### src/rtl/tl_phase_controller.sv
// Traffic-light phase sequencer with operator-editable phase durations.
// Drives the one-hot phase strobes and counter control, holds the three
// durations fed back to the phase counter, and reports remaining time.
module tl_phase_controller #(
  parameter int unsigned W       = 7,
  parameter int unsigned T_R_DEF = 3,
  parameter int unsigned T_Y_DEF = 4,
  parameter int unsigned T_G_DEF = 8,
  parameter int unsigned T_MIN   = 1,
  parameter int unsigned T_MAX   = 99
) (
  input  logic         clk,
  input  logic         rst,
  input  logic         r_end,
  input  logic         y_end,
  input  logic         g_end,
  input  logic [W-1:0] count,
  input  logic         mode_btn,
  input  logic         sel_btn,
  input  logic         inc_btn,
  input  logic         dec_btn,
  output logic         fsm_r,
  output logic         fsm_y,
  output logic         fsm_g,
  output logic         set_mode,
  output logic         c_s,
  output logic [W-1:0] time_r,
  output logic [W-1:0] time_y,
  output logic [W-1:0] time_g,
  output logic [1:0]   edit_sel,
  output logic [W-1:0] remaining
);

  localparam logic [W-1:0] T_MIN_W = W'(T_MIN);
  localparam logic [W-1:0] T_MAX_W = W'(T_MAX);

  typedef enum logic [1:0] {
    ST_RED    = 2'd0,
    ST_GREEN  = 2'd1,
    ST_YELLOW = 2'd2,
    ST_SET    = 2'd3
  } state_t;

  state_t       state;
  logic [W-1:0] sel_time;
  logic [W-1:0] edited_time;
  logic [W-1:0] phase_time;
  logic         do_inc;
  logic         do_dec;

  // Simultaneous inc and dec cancel out.
  assign do_inc = inc_btn & ~dec_btn;
  assign do_dec = dec_btn & ~inc_btn;

  // Duration currently addressed by the edit selector.
  always_comb begin
    sel_time = time_g;
    case (edit_sel)
      2'd0:    sel_time = time_r;
      2'd1:    sel_time = time_y;
      default: sel_time = time_g;
    endcase
  end

  // Saturating edit of the selected duration; bounds checked before the step.
  always_comb begin
    edited_time = sel_time;
    if (do_inc && (sel_time < T_MAX_W)) begin
      edited_time = sel_time + W'(1);
    end else if (do_dec && (sel_time > T_MIN_W)) begin
      edited_time = sel_time - W'(1);
    end
  end

  // Phase sequencing, SET-mode editing and registered strobes.
  always_ff @(posedge clk) begin
    if (rst) begin
      state    <= ST_RED;
      fsm_r    <= 1'b1;
      fsm_y    <= 1'b0;
      fsm_g    <= 1'b0;
      set_mode <= 1'b0;
      c_s      <= 1'b0;
      edit_sel <= 2'd0;
      time_r   <= W'(T_R_DEF);
      time_y   <= W'(T_Y_DEF);
      time_g   <= W'(T_G_DEF);
    end else begin
      c_s <= 1'b0;
      if ((state != ST_SET) && mode_btn) begin
        // Entering SET wins over any end pulse in the same cycle.
        state    <= ST_SET;
        set_mode <= 1'b1;
        edit_sel <= 2'd0;
        fsm_r    <= 1'b0;
        fsm_y    <= 1'b0;
        fsm_g    <= 1'b0;
      end else begin
        case (state)
          ST_RED: begin
            if (r_end) begin
              state <= ST_GREEN;
              fsm_r <= 1'b0;
              fsm_g <= 1'b1;
            end
          end
          ST_GREEN: begin
            if (g_end) begin
              state <= ST_YELLOW;
              fsm_g <= 1'b0;
              fsm_y <= 1'b1;
            end
          end
          ST_YELLOW: begin
            if (y_end) begin
              state <= ST_RED;
              fsm_y <= 1'b0;
              fsm_r <= 1'b1;
            end
          end
          ST_SET: begin
            // Edit lands on the old selection before the selector advances.
            case (edit_sel)
              2'd0:    time_r <= edited_time;
              2'd1:    time_y <= edited_time;
              2'd2:    time_g <= edited_time;
              default: ;
            endcase
            if (sel_btn) begin
              edit_sel <= (edit_sel >= 2'd2) ? 2'd0 : edit_sel + 2'd1;
            end
            if (mode_btn) begin
              state    <= ST_RED;
              set_mode <= 1'b0;
              c_s      <= 1'b1;
              fsm_r    <= 1'b1;
            end
          end
        endcase
      end
    end
  end

  // Duration of the active phase; zero while editing.
  always_comb begin
    phase_time = '0;
    case (state)
      ST_RED:    phase_time = time_r;
      ST_GREEN:  phase_time = time_g;
      ST_YELLOW: phase_time = time_y;
      default:   phase_time = '0;
    endcase
  end

  // Remaining cycles for the display, clamped at zero.
  always_comb begin
    remaining = '0;
    if ((state != ST_SET) && (count <= phase_time)) begin
      remaining = phase_time - count;
    end
  end

endmodule

### config.mk
export PLATFORM = sky130hd
export DESIGN_NAME = tl_phase_controller
export DESIGN_NICKNAME = d
export VERILOG_FILES = /design/src/rtl/tl_phase_controller.sv
export SDC_FILE = /design/constraint.sdc
export NUM_CORES = 1
export LEC_CHECK = 0
export BUFFER_PORTS_ARGS = -buffer_cell sky130_fd_sc_hd__buf_4
export CAP_MARGIN = 0
export CORE_MARGIN = 3
export CORE_UTILIZATION = 60
export CTS_CLUSTER_DIAMETER = 120
export DETAILED_ROUTE_END_ITERATION = 6
export PLACE_DENSITY = 0.91
export REMOVE_ABC_BUFFERS = 1
export SKIP_LAST_GASP = 1
export SLEW_MARGIN = 40
export SYNTH_ARGS = -nofsm -noshare
export SYNTH_HDL_FRONTEND = slang
export SYNTH_SLANG_ARGS = --single-unit
### constraint.sdc
create_clock -name clk -period 6.6 [get_ports clk]
set_input_delay 1.65 -clock clk [delete_from_list [all_inputs] [get_ports clk]]
set_output_delay 1.65 -clock clk [all_outputs]
set_load 0.005 [all_outputs]
Word-level counts from Yosys, hierarchy flattened
Index checks and enable logic that the tools add are counted.
- equal/unequal tests: 13
- bitwise logic cells: 6
- reduce and logical (&&, ||, !) cells: 22
- magnitude comparators: 4
- add/sub/neg operators: 4
- muxes and demuxes: 27
- operator list (kind ; count):
    2-to-1 mux 7 bit ; 3
    case mux 7 bit (3 select lines) ; 1
    AND reduction 3 bit ; 5
    case mux 7 bit (2 select lines) ; 1
    2-to-1 mux 1 bit ; 12
    2-to-1 mux 2 bit ; 6
    != test 3 bit, second input constant ; 4
    != test 2 bit, second input constant ; 4
    case mux 2 bit (4 select lines) ; 1
    AND reduction 4 bit ; 2
    nonzero test 2 bit ; 4
    adder 7 x 1 -> 7 bit, second input constant ; 1
    greater-than comparator 7 x 1 -> 1 bit, second input constant ; 1
    less-or-equal comparator 7 bit ; 1
    < comparator 7 bit, second input constant ; 1
    subtractor 7 x 1 -> 7 bit, second input constant ; 1
    subtractor 7 bit ; 1
    equality test 2 bit, second input constant ; 3
    equality test 2 x 1 -> 1 bit, second input constant ; 2
    logical AND 1 bit ; 4
    logical NOT 2 bit ; 2
    inverter 1 bit ; 4
    case mux 1 bit (2 select lines) ; 2
    AND reduction 2 bit ; 2
    7 further kinds ; 8
- output and inout bits: 35
- word-level logic and storage cells: 86
- register bits: 30
- input port bits: 16

Depth between registers and ports, before layout
Gate-level depths: netlist of the first run.
- depth in word-level cells: 6
- depth in mapped cells: 14
- gate-level depth less buffers: 13

Worst setup path before layout of the first run
OpenSTA, ideal clock, no wires.
- path kind: input to output
- start: input port count[1]
- end: output port remaining[3]
- stages: 8
- data arrival time: 3.321 ns
- data required time: 4.950 ns
- buffers on the path: 0
- slack: 1.629 ns
- cell sequence: inv_1 ha_1 nor2b_1 o21ai_0 a21boi_0 o21a_1 o311ai_1 a211oi_1
- longest elaborated chain between the ends: 3
- elaborated cells on any way between the ends: 4
- ends and longest elaborated chain (element ; line ; RTL):
    start, declared ; 17 ; input logic [W-1:0] count,
    less-or-equal comparator 7 bit ; 158 ; if ((state != ST_SET) && (count <= phase_time)) begin
    logical AND 1 bit ; 158 ;
    2-to-1 mux 7 bit (*) ; 158 ;
    end, declared ; 31 ; output logic [W-1:0] remaining
Every way passes the cells marked *; elsewhere a longest branch is shown, timed or not.

Final worst setup path of the first run
- start: input port count[1]
- end: output port remaining[1]
Same word-level chain as after synthesis.

==> metrics.md, run 1 <==
| Metric | Value |
|---|---|
| Top cell type's share of synthesized area | `about 23%` |
| First-pass GRT wire length | `11920 microns` |
| Worst setup EP type | `primary output` |
| Vias per Instance | `between 6 and 7` |
| CP max stage cell | `o311ai_2` |
| Std-Cell Rows | `23` |
| # fillers | `290` |
| Critical path arrival | `~3700 ps` |
| CTS buffer count | `5` |
| Die X | `a little over 70 microns` |
| Worst slack at placement | `1126 ps` |
| DIE AREA | `about 0.0052 sq mm` |
| Cell chain of the critical path | `buf_4 > inv_1 > ha_1 > nor2b_1 > o21ai_0 > a21boi_0 > o21a_1 > o311ai_2 > a21oi_1 > buf_4` |
| Area of the multi-input gates | `about 0.0019 sq mm` |
| Least-Margin Pin Slew | `768.1 ps` |
| CP Max Fanout | `7` |
| Post-synth top cells | `dfxtp_1 (30), a21oi_1 (29), nand2_1 (28)` |
| Via count | `2793` |
| Final GP Congestion | `around 0.97` |
| CORE AREA | `between 0.004 and 0.005 sq mm` |
| Final HPWL DP | `about 5400 microns` |
| Max-cap viol count | `0` |
| Worst-skew pair later-pin latency | `roughly 290 ps` |
| Final Cell Area | `between 0.003 and 0.004 sq mm` |
| H-tree Lvls | `2` |
| Max_slew headroom | `approximately half` |
| Synth-to-Final Area Change | `18.38%` |
| Status | `complete, no violations` |
| Crit path required time | `roughly 5000 ps` |
| Crit path buf inv count | `3` |
| WL per Instance | `roughly 18 microns` |
| Setup slack after layout | `~1300 ps` |
| Netlist cell types | `60` |
| Synth Warn # | `0` |
| TritonCTS Sinks | `30` |
| Vias in the first global route | `2546` |
| Sequential-to-total area share from yosys stat | `approximately 23%` |
| Setup TNS | `0 ps` |
| Seq cells post-synth | `30` |
| Gr ovfl total | `0` |
| Leak Pwr | `between 1 and 1.5 nW` |
| Ys async rst share | `0%` |
| First-pass iteration count of the detailed router | `6` |
| Fin. Hold Viols | `0` |
| Fin crit share | `80.46%` |
| # DRC | `0` |
| DP Area | `0.002968 sq mm` |
| Worst setup SP type | `input port` |
| Clock skew | `6.285 ps` |
| Most frequent cell after synthesis | `dfxtp_1` |
| Nets | `about 400` |
| Antenna Cells | `0` |
| Min-delay worst type | `flop to flop` |
| Die height | `72.26 microns` |
| Post-layout min period | `5310 ps` |
| CTS tree | `built` |
| Max Slew Vio Count | `0` |
| DRT iter0 DRCs | `between 300 and 400` |
| Largest stage delay on the critical path | `roughly 500 ps` |
| I/O pins | `between 50 and 60` |
| Final Instance Count excl. Fillers | `roughly 420` |
| Setup Viol. Count Final | `0` |
| Initial Utilization | `about 64%` |
| Clk root buf | `clkbuf_8` |
| Detail Route Antenna Nets | `0` |
| IO buf count | `50` |
| Post-synth EDFFs | `0` |
| CP most frequent cell | `buf_4` |
| Synth Cell Area | `0.002634 sq mm` |
| Cell Count Post-Placement | `411` |
| Prevailing post-synth register cell | `dfxtp_1` |
| Post-CTS sizing | `0` |
| Synth top area cells | `dfxtp_1 (23%), ha_1 (7.6%), a21oi_1 (5.5%)` |
| RSZ-0062 raised after global routing | `no` |
| Share of cells above drive strength 1 | `a little over a fifth` |
| Largest net degree at the start of global routing | `33` |
| Register Area | `between 600 and 700 sq um` |
| VDD IR max | `0.0001408 V` |
| Crit path kind | `input port to primary output` |
| Max Freq | `roughly 190 MHz` |
| # hold bufs at CTS | `0` |
| Final WL | `7496 microns` |
| Clock transition at the registers of the reported paths | `approximately 70 ps` |
| Top delay family on crit path | `compound AO/OA/AOI/OAI gates` |
| Pwr per Cell Area | `roughly 200 mW/mm^2` |
| Post-CTS Repair Setup Buffers | `0` |
| Yosys top cell by area | `dfxtp_1` |
| Gate Count Post-Synth | `around 330` |
| Initial antenna violation count | `0` |
| GRT Total Usage | `28.77%` |
| Mapped Avg Cell Area | `8.030 sq um` |
| Finished Core Util | `between 70 and 80%` |
| Worst-case clock buffer depth | `2` |
-- final timing paths --
| path | slack [ps] | start | end | cells past startpoint |
|---|---|---|---|---|
| max | 1290 | count[1] | remaining[1] | 10 |
| min | 500 | time_r[6] | time_r[6] | 2 |
| max reg2reg | 3440 | edit_sel[0] | time_r[4] | 8 |
| min reg2reg | 500 | time_r[6] | time_r[6] | 2 |
-- tightest hold or removal path, cell delays in order, from the launching register on --
cell and delay, ps:
dfxtp_1 340, nand2_1 60, a21oi_1 50
-- layout make-up --
type	count	area share, %
multi-input cells	261	59.59
flip-flops and latches	30	19.26
repair buffers	51	12.28
clock buffers	6	2.648
inverters	19	2.287
well taps	50	2.006
clock inverters	2	1.926
-- cells in the final DEF (no fill, tap or decap), types with 3 or more instances in the layout --
cell,instances
nor3_1,6
a211oi_1,5
inv_1,17
o21a_1,7
nand4_1,8
clkbuf_8,6
nor3b_1,8
nand3b_1,8
or4_1,3
mux2i_1,5
o2111ai_1,6
a222oi_1,6
dfxtp_1,30
ha_1,16
nand3_1,17
mux2_2,3
nor2b_1,7
o21ai_0,9
and3_1,3
o211ai_1,9
a21o_1,3
mux2i_4,3
nand2b_1,6
a21oi_1,29
a311oi_1,3
nand2_1,28
a31oi_1,6
or3_1,4
nor2_1,20
buf_4,51
-- report_power, final --
group	total, mW	internal, mW	leakage, nW	switching, mW
Clock	0.238	0.161	0.0714	0.0771
Sequential	0.198	0.188	0.243	0.00991
Combinational	0.192	0.0782	0.962	0.114
Total	0.629	0.428	1.28	0.201
-- registers in the layout, indices dropped and copies added (netlist names) --
register and count:
c_s 1, edit_sel 2, fsm_g 1, fsm_r 1
fsm_y 1, set_mode 1, state 2, time_g 7
time_r 7, time_y 7
-- stage by stage --
stage / total power [mW] / hold WS (ps)
detailed placement: 0.3852 / 481.7
global route: 0.6548 / 524.7
CTS: 0.6236 / 495.5
floorplan: 0.3288 / 467.8
finish: 0.6285 / 499.5
global placement: 0.3798 / 475.8
-- cell families (layout without fill, tap and decap cells) --
family / count (synthesis) / count (layout) / share of synthesized area [%]
AOI/OAI and AO/OA: 99 / 99 / 27.17
xor gates and xnor gates: 1 / 1 / 0.3326
adders and majority gates: 17 / 17 / 8.361
buffers and inverters: 37 / 78 / 6.936
DFF: 30 / 30 / 22.80
muxes: 12 / 12 / 6.318
and+or+nand+nor: 132 / 132 / 28.08
-- layer usage --
| layer | vias up | routed length, microns | global-route usage [%] |
|---|---|---|---|
| met1 | 1283 | 3025 | 36.67 |
| met2 | 175 | 3571 | 48.43 |
| met3 | 21 | 710 | 4.709 |
| met5 | - | 0 | 0 |
| met4 | 0 | 189 | 11.06 |
| li1 | 1314 | - | - |
Note: power is estimated with default switching activity, not from simulation.
==> inputs of run 2 (changes only) <==
Settings changed: ABC_AREA set to 1, CORE_UTILIZATION 60 to 50, PLACE_DENSITY 0.91 to 0.82.
Clock period 6.6 ns to 4.46 ns, I/O delays scaled along.
==> metrics.md, run 2 <==
| Metric | Value |
|---|---|
| Initial antenna violation count | `0 (unchanged)` |
| CTS tree | `built` |
| Critical path arrival | `2930 ps (-730 ps)` |
| RSZ-0062 raised after global routing | `no` |
| Post-synth EDFFs | `0 (unchanged)` |
| Max-cap viol count | `0 (unchanged)` |
| Met1 WL | `2955 microns (-2.3%)` |
| Top delay family on crit path | `adder cells` |
| Post-layout min period | `a little over 4000 ps` |
| CORE AREA | `0.004786 sq mm (+16%)` |
| Total power | `0.9527 mW (+52%)` |
| I/O pins | `51 (unchanged)` |
| Setup Viol. Count Final | `0 (unchanged)` |
| Yosys top cell by area | `dfxtp_1` |
| P_sw | `0.3823 mW (+90%)` |
| Max_slew headroom | `53.88% (+5.3 points)` |
| Final WL | `6661 microns (-11%)` |
| Cell Count Post-Placement | `521 (+27%)` |
| Die height | `76.91 microns (+6.4%)` |
| Xor and xnor area share after synthesis | `3.484% (+3.2 points)` |
| Status | `complete, no violations` |
| Top cell type's share of synthesized area | `23.89% (+1.1 points)` |
| Crit path kind | `flop to primary output` |
| Post-CTS sizing | `0 (unchanged)` |
| Hold Slack | `470.6 ps (-28.91 ps)` |
| Commonest non-fill, non-tap cell in the layout | `nand2_1` |
| Power Internal | `0.5705 mW (+33%)` |
| Min-delay worst type | `flop to flop` |
| DIE AREA | `0.005914 sq mm (+13%)` |
| VDD IR max | `0.0002512 V (+78%)` |
| Main combinational cell family by area after synthesis | `simple AND/OR/NAND/NOR gates` |
| Synth-to-Final Area Change | `20.56%` |
| First-pass GRT wire length | `11070 microns (-7.1%)` |
| Gate Count Post-Synth | `410 (+25%)` |
| Metal2 WL | `2991 microns (-16%)` |
| Final Cell Area | `0.003030 sq mm (-2.8%)` |
| TritonCTS Sinks | `30 (unchanged)` |
| Final HPWL DP | `5081 microns (-6.6%)` |
| Sequential-to-total area share from yosys stat | `23.89% (+1.1 points)` |
| Crit path buf inv count | `4 (+1)` |
| Leak Pwr | `1.633 nW (+28%)` |
| Clock transition at the registers of the reported paths | `60 ps (about the same)` |
| Crit path required time | `3350 ps (-1600 ps)` |
| Max Freq | `247.2 MHz` |
| Synth Warn # | `0 (unchanged)` |
| Fin crit share | `around nine tenths` |
| CTS buffer count | `5 (unchanged)` |
| Die X | `76.91 microns (+6.4%)` |
| Final GP Congestion | `0.8611 (-11%)` |
| Fin. Hold Viols | `0 (unchanged)` |
| Post-CTS Repair Setup Buffers | `0 (unchanged)` |
| # hold bufs at CTS | `0 (unchanged)` |
| Via count | `2805 (+0.43%)` |
| Combinational power share | `43.6% (+13 points)` |
| Clock share of power | `24.2% (-14 points)` |
| GRT Total Usage | `22.82% (-5.9 points)` |
| Detail Route Antenna Nets | `0 (unchanged)` |
| Std-Cell Rows | `25 (+8.7%)` |
| Largest net degree at the start of global routing | `26 (-21%)` |
| Least-Margin Pin Slew | `689.2 ps (-78.89 ps)` |
| DR WL met3 | `563 microns (-21%)` |
| Clk root buf | `clkbuf_8` |
| Mapped Avg Cell Area | `6.131 sq um (-24%)` |
| Cell chain of the critical path | `inv_1 > ha_1 > nand2_1 > nand3_1 > nand2_1 > inv_1 > ha_1 > nand2_1 > nand2_1 > a31oi_1 > inv_1 > nand4_1 > o211ai_1 > o21ai_2 > nor2_1 > buf_4` |
| Vias in the first global route | `2475 (-2.8%)` |
| # fillers | `453 (+56%)` |
| Sw Share | `40.12% (+8.2 points)` |
| Final Instance Count excl. Fillers | `529 (+26%)` |
| Largest stage delay on the critical path | `450 ps (-50 ps)` |
| Worst setup SP type | `flop` |
| Vias per Instance | `5.302 (-20%)` |
| CP Max Fanout | `8 (+1)` |
| Seq cells post-synth | `30 (unchanged)` |
| Synth Cell Area | `0.002514 sq mm (-4.6%)` |
| Commonest cells after routing, fill and taps aside | `nand2_1 (117), inv_1 (79), buf_4 (50), nor2_1 (36), nand3_1 (31)` |
| CP max stage cell | `dfxtp_1` |
| Share of cells above drive strength 1 | `17.10% (-4.6 points)` |
| Initial Utilization | `52.52% (-11 points)` |
| Max Slew Vio Count | `0 (unchanged)` |
| H-tree Lvls | `2 (unchanged)` |
| DRT iter0 DRCs | `237 (-33%)` |
| Gr ovfl total | `0 (unchanged)` |
| Post-synthesis simple-gate area fraction | `36.98% (+8.9 points)` |
| Pwr per Cell Area | `314.4 mW/mm^2 (+56%)` |
| DP Area | `0.002935 sq mm (-1.1%)` |
| Most frequent cell after synthesis | `nand2_1` |
| Sequential power share | `32.3% (+0.7 points)` |
| Adder-Cell Fraction of Synth Area | `8.761% (+0.40 points)` |
| WL per Instance | `12.59 microns (-30%)` |
| Post-synth top cells | `nand2_1 (117), inv_1 (79), nor2_1 (36)` |
| Max layer used | `met4` |
| CP most frequent cell | `nand2_1` |
| Leading registers by flop count | `time_g: 7 flops, time_r: 7 flops, time_y: 7 flops` |
| Compound-Gate Fraction of Synth Area | `12.89% (-14 points)` |
| Clock skew | `7.191 ps (+0.9064 ps)` |
| Worst-case clock buffer depth | `2 (unchanged)` |
| First-pass iteration count of the detailed router | `5 (-1)` |
| Nets | `494 (+23%)` |
| Ys async rst share | `0% (unchanged)` |
| Prevailing post-synth register cell | `dfxtp_1` |
| Setup TNS | `0 ps (unchanged)` |
| IO buf count | `50 (unchanged)` |
| Mux contribution to synthesized area | `0% (-6.3 points)` |
| Worst-skew pair later-pin latency | `290 ps (about the same)` |
| Antenna Cells | `0 (unchanged)` |
| Worst setup EP type | `primary output` |
| # DRC | `0 (unchanged)` |
| Netlist cell types | `36 (-40%)` |
| Synth top area cells | `dfxtp_1 (24%), nand2_1 (17%), inv_1 (12%)` |
run 2: cell types whose count changed after synthesis, moves of 7 or more:
cell      previous run  this run
inv_1               17        79
nand2_1             28       117
nand3_1             17        31
nand3_2              0         7
nand3b_1             8         0
nand4_1              8         1
nor2_1              20        36
nor2b_1              7         0
nor3b_1              8         1
xor2_1               1         9
run 2: worst reg2reg max path, cell delays in order, from the launching register on:
cell,delay [ps]
dfxtp_1,690
inv_4,120
nand3_1,100
nand2_1,70
nor2_2,260
ha_1,200
inv_1,40
nor2_1,120
nand3_2,100
nand2_1,80
nor2_2,70
nand2_1,70
nand2_1,50
nand2_1,100
nand3_1,110
nand2_1,90
inv_1,40
run 2: metrics by stage:
stage,worst slack (ps),util (%)
floorplan,976.8,-
global placement,654.6,61.33
CTS,297.7,63.24
global route,69.22,63.32
finish,414.9,63.32
detailed placement,575.5,61.33
run 2: kinds of logic (layout without fill, tap and decap cells):
kind of cell,Yosys count,after routing
XOR/XNOR,10,10
AO/OA/AOI/OAI,55,55
buffers and inverters,89,141
adder cells (fa/ha/maj),17,17
AND/OR/NAND/NOR,209,209
flip-flops,30,30
run 2: worst paths after layout:
| path | cells after the start | start | to | slack [ps] |
|---|---|---|---|---|
| setup / recovery | 16 | state[0] | remaining[0] | 410 |
| setup reg to reg | 16 | edit_sel[1] | time_y[5] | 2050 |
| hold reg to reg | 2 | fsm_r | fsm_r | 470 |
| hold / removal | 2 | fsm_r | fsm_r | 470 |
run 2: area by class of cell:
| class | count | area, sq um | share of cell area, % |
|---|---|---|---|
| Multi-Input combinational cell | 291 | 1565 | 51.65 |
| Sequential cell | 30 | 600.6 | 19.82 |
| Timing Repair Buffer | 50 | 375.4 | 12.39 |
| Inverter | 83 | 314.1 | 10.36 |
| Clock buffer | 7 | 86.33 | 2.849 |
| Tap cell | 67 | 83.83 | 2.766 |
| Clock inverter | 1 | 5.005 | 0.1652 |
run 2: power by group through the flow:
stage	registers, mW	clock network, mW	logic (mW)
2_1_floorplan	0.310	0	0.291
3_3_place_gp	0.312	0	0.399
3_5_place_dp	0.313	0	0.407
4_1_cts	0.307	0.233	0.410
5_1_grt	0.310	0.247	0.470
6_report	0.307	0.230	0.415
run 2: per-layer routing:
metal	GRT usage (%)	up-vias
li1	-	1397
met1	30.28	1242
met2	36.24	148
met3	5.986	18
met4	6.703	0
met5	0	-
==> inputs of run 3 (changes only) <==
Settings changed: ABC_AREA 1 to unset, CORE_UTILIZATION 50 to 51.
==> metrics.md, run 3 (synthesis results as in run 1) <==
| Metric | Value |
|---|---|
| DP Area | `0.003004 sq mm (+2.3%)` |
| Initial antenna violation count | `0 (unchanged)` |
| Final WL | `7417 microns (+11%)` |
| Min-delay worst type | `flop to flop` |
| Least-Margin Pin Slew | `721.6 ps (+32.42 ps)` |
| IO buf count | `50 (unchanged)` |
| RSZ-0062 raised after global routing | `no` |
| Pwr per Cell Area | `293.4 mW/mm^2 (-6.7%)` |
| # DRC | `0 (unchanged)` |
| Max Slew Vio Count | `0 (unchanged)` |
| I/O pins | `51 (unchanged)` |
| Max-cap viol count | `0 (unchanged)` |
| H-tree Lvls | `2 (unchanged)` |
| DIE AREA | `0.006062 sq mm (+2.5%)` |
| Final GP Congestion | `0.8916 (+3.5%)` |
| Post-layout min period | `4194 ps (+149.3 ps)` |
| Via count | `2737 (-2.4%)` |
| Leak Pwr | `1.285 nW (-21%)` |
| DRT iter0 DRCs | `289 (+22%)` |
| Worst-case clock buffer depth | `2 (unchanged)` |
| Setup Viol. Count Final | `0 (unchanged)` |
| Clock transition at the registers of the reported paths | `70 ps (about the same)` |
| Fin. Hold Viols | `0 (unchanged)` |
| Die X | `77.86 microns (+1.2%)` |
| Status | `complete, no violations` |
| Vias per Instance | `6.249 (+18%)` |
| Crit path kind | `flop to primary output` |
| Final Instance Count excl. Fillers | `438 (-17%)` |
| CP most frequent cell | `buf_4` |
| Largest net degree at the start of global routing | `33 (+27%)` |
| Commonest cells after routing, fill and taps aside | `buf_4 (53), a21oi_1 (29), nand2_1 (28), dfxtp_1 (28), nor2_1 (20)` |
| First-pass iteration count of the detailed router | `7 (+2)` |
| Std-Cell Rows | `25 (unchanged)` |
| First-pass GRT wire length | `11930 microns (+7.8%)` |
| Commonest non-fill, non-tap cell in the layout | `buf_4` |
| WL per Instance | `16.93 microns (+34%)` |
| Antenna Cells | `0 (unchanged)` |
| Detail Route Antenna Nets | `0 (unchanged)` |
| Vias in the first global route | `2477 (+0.081%)` |
| Clk root buf | `clkbuf_8` |
| Post-CTS Repair Setup Buffers | `0 (unchanged)` |
| Initial Utilization | `54.32% (+1.8 points)` |
| Cell Count Post-Placement | `430 (-17%)` |
| Top delay family on crit path | `compound AO/OA/AOI/OAI gates` |
| Finished Core Util | `66.09% (+2.8 points)` |
| CTS buffer count | `5 (unchanged)` |
| Die height | `77.86 microns (+1.2%)` |
| Synth-to-Final Area Change | `21.66%` |
| Setup TNS | `0 ps (unchanged)` |
| Cell chain of the critical path | `clkinvlp_4 > ha_4 > a222oi_1 > nor2_1 > ha_1 > o21ai_1 > a21boi_2 > o21a_1 > o311ai_2 > buf_4 > a211oi_1 > buf_4` |
| Crit path buf inv count | `3 (-1)` |
| Largest stage delay on the critical path | `400 ps (-50 ps)` |
| Clock skew | `5.050 ps (-2.141 ps)` |
| Crit path required time | `3350 ps (about the same)` |
| CORE AREA | `0.004848 sq mm (+1.3%)` |
| Max Freq | `238.4 MHz (-3.6%)` |
| Fin crit share | `94.04% (+3.3 points)` |
| Gr ovfl total | `0 (unchanged)` |
| Share of cells above drive strength 1 | `24.26% (+7.2 points)` |
| CTS tree | `built` |
| Final HPWL DP | `5463 microns (+7.5%)` |
| # hold bufs at CTS | `0 (unchanged)` |
| VDD IR max | `0.0002424 V (-3.5%)` |
| TritonCTS Sinks | `30 (unchanged)` |
| CP max stage cell | `dfxtp_4` |
| Nets | `403 (-18%)` |
| CP Max Fanout | `10 (+2)` |
| Worst-skew pair later-pin latency | `290 ps (about the same)` |
| Worst setup SP type | `flop` |
| Critical path arrival | `3080 ps (+150 ps)` |
| Worst setup EP type | `primary output` |
| Leading registers by flop count | `time_g: 7 flops, time_r: 7 flops, time_y: 7 flops` |
| Max_slew headroom | `51.83% (-2.1 points)` |
| GRT Total Usage | `24.31% (+1.5 points)` |
| Final Cell Area | `0.003204 sq mm (+5.7%)` |
-- run 3: cell types whose count changed in the layout (fill, tap and decap cells not counted), sizes merged, moves of 7 or more --
cell	previous run	this run
nand2	118	28
inv	82	18
nand3	39	17
nor2	42	20
mux2i	0	8
nand3b	0	8
xor2	9	1
nand4	1	8
nor2b	0	7
nor3b	1	8
-- run 3: through the flow --
stage	worst slack, ps	power [mW]	hold WS, ps
global route	2.092	0.9906	530.1
detailed placement	302.4	0.5693	482.5
CTS	51.66	0.9200	491.2
finish	265.7	0.9401	494.3
floorplan	558.9	0.4866	467.8
global placement	434.8	0.5606	484.2
-- run 3: area by class of cell --
| type | instances | area, sq um |
|---|---|---|
| Clock buffer | 6 | 82.58 |
| Clock inverter | 2 | 60.06 |
| Fill cell | 420 | 1644 |
| Inverter | 19 | 75.07 |
| Multi-Input combinational cell | 261 | 1899 |
| Sequential cell | 30 | 605.6 |
| Tap cell | 67 | 83.83 |
| Timing Repair Buffer | 53 | 397.9 |
-- run 3: repair_timing --
action | 4_1_cts | 5_1_grt
gates cloned | 0 | 0
setup endpoints to repair | 4 | 7
pin swaps | 0 | 2
gates resized for setup | 1 | 14
-- run 3: power by group --
part	switching (mW)	leakage, nW	total (mW)	internal, mW
combinational	0.165	0.969	0.294	0.129
sequential	0.0164	0.244	0.296	0.280
clock	0.112	0.0714	0.350	0.238
-- run 3: worst register-to-register path, cell delays in order (launching register included) --
cell	delay [ps]
dfxtp_1	790
mux2i_1	380
o21ai_4	130
ha_1	210
or4_4	540
and2_4	220
a2111oi_4	510
or4_1	190
nand3_1	70
-- run 3: path summary, 6_finish.rpt --
path | startpoint | end | slack (ps) | cells after the start
max | state[0] | remaining[6] | 270 | 12
min | time_r[6] | time_r[6] | 490 | 2
max reg2reg | edit_sel[0] | time_r[4] | 1310 | 8
min reg2reg | time_r[6] | time_r[6] | 490 | 2
-- run 3: per-layer routing --
metal  vias up  GRT usage, %  wire [microns]
li1       1330             -               -
met1      1246         31.84            3154
met2       152         40.33            3575
met3         9         4.988             603
met4         0         6.584              83
met5         -             0               0
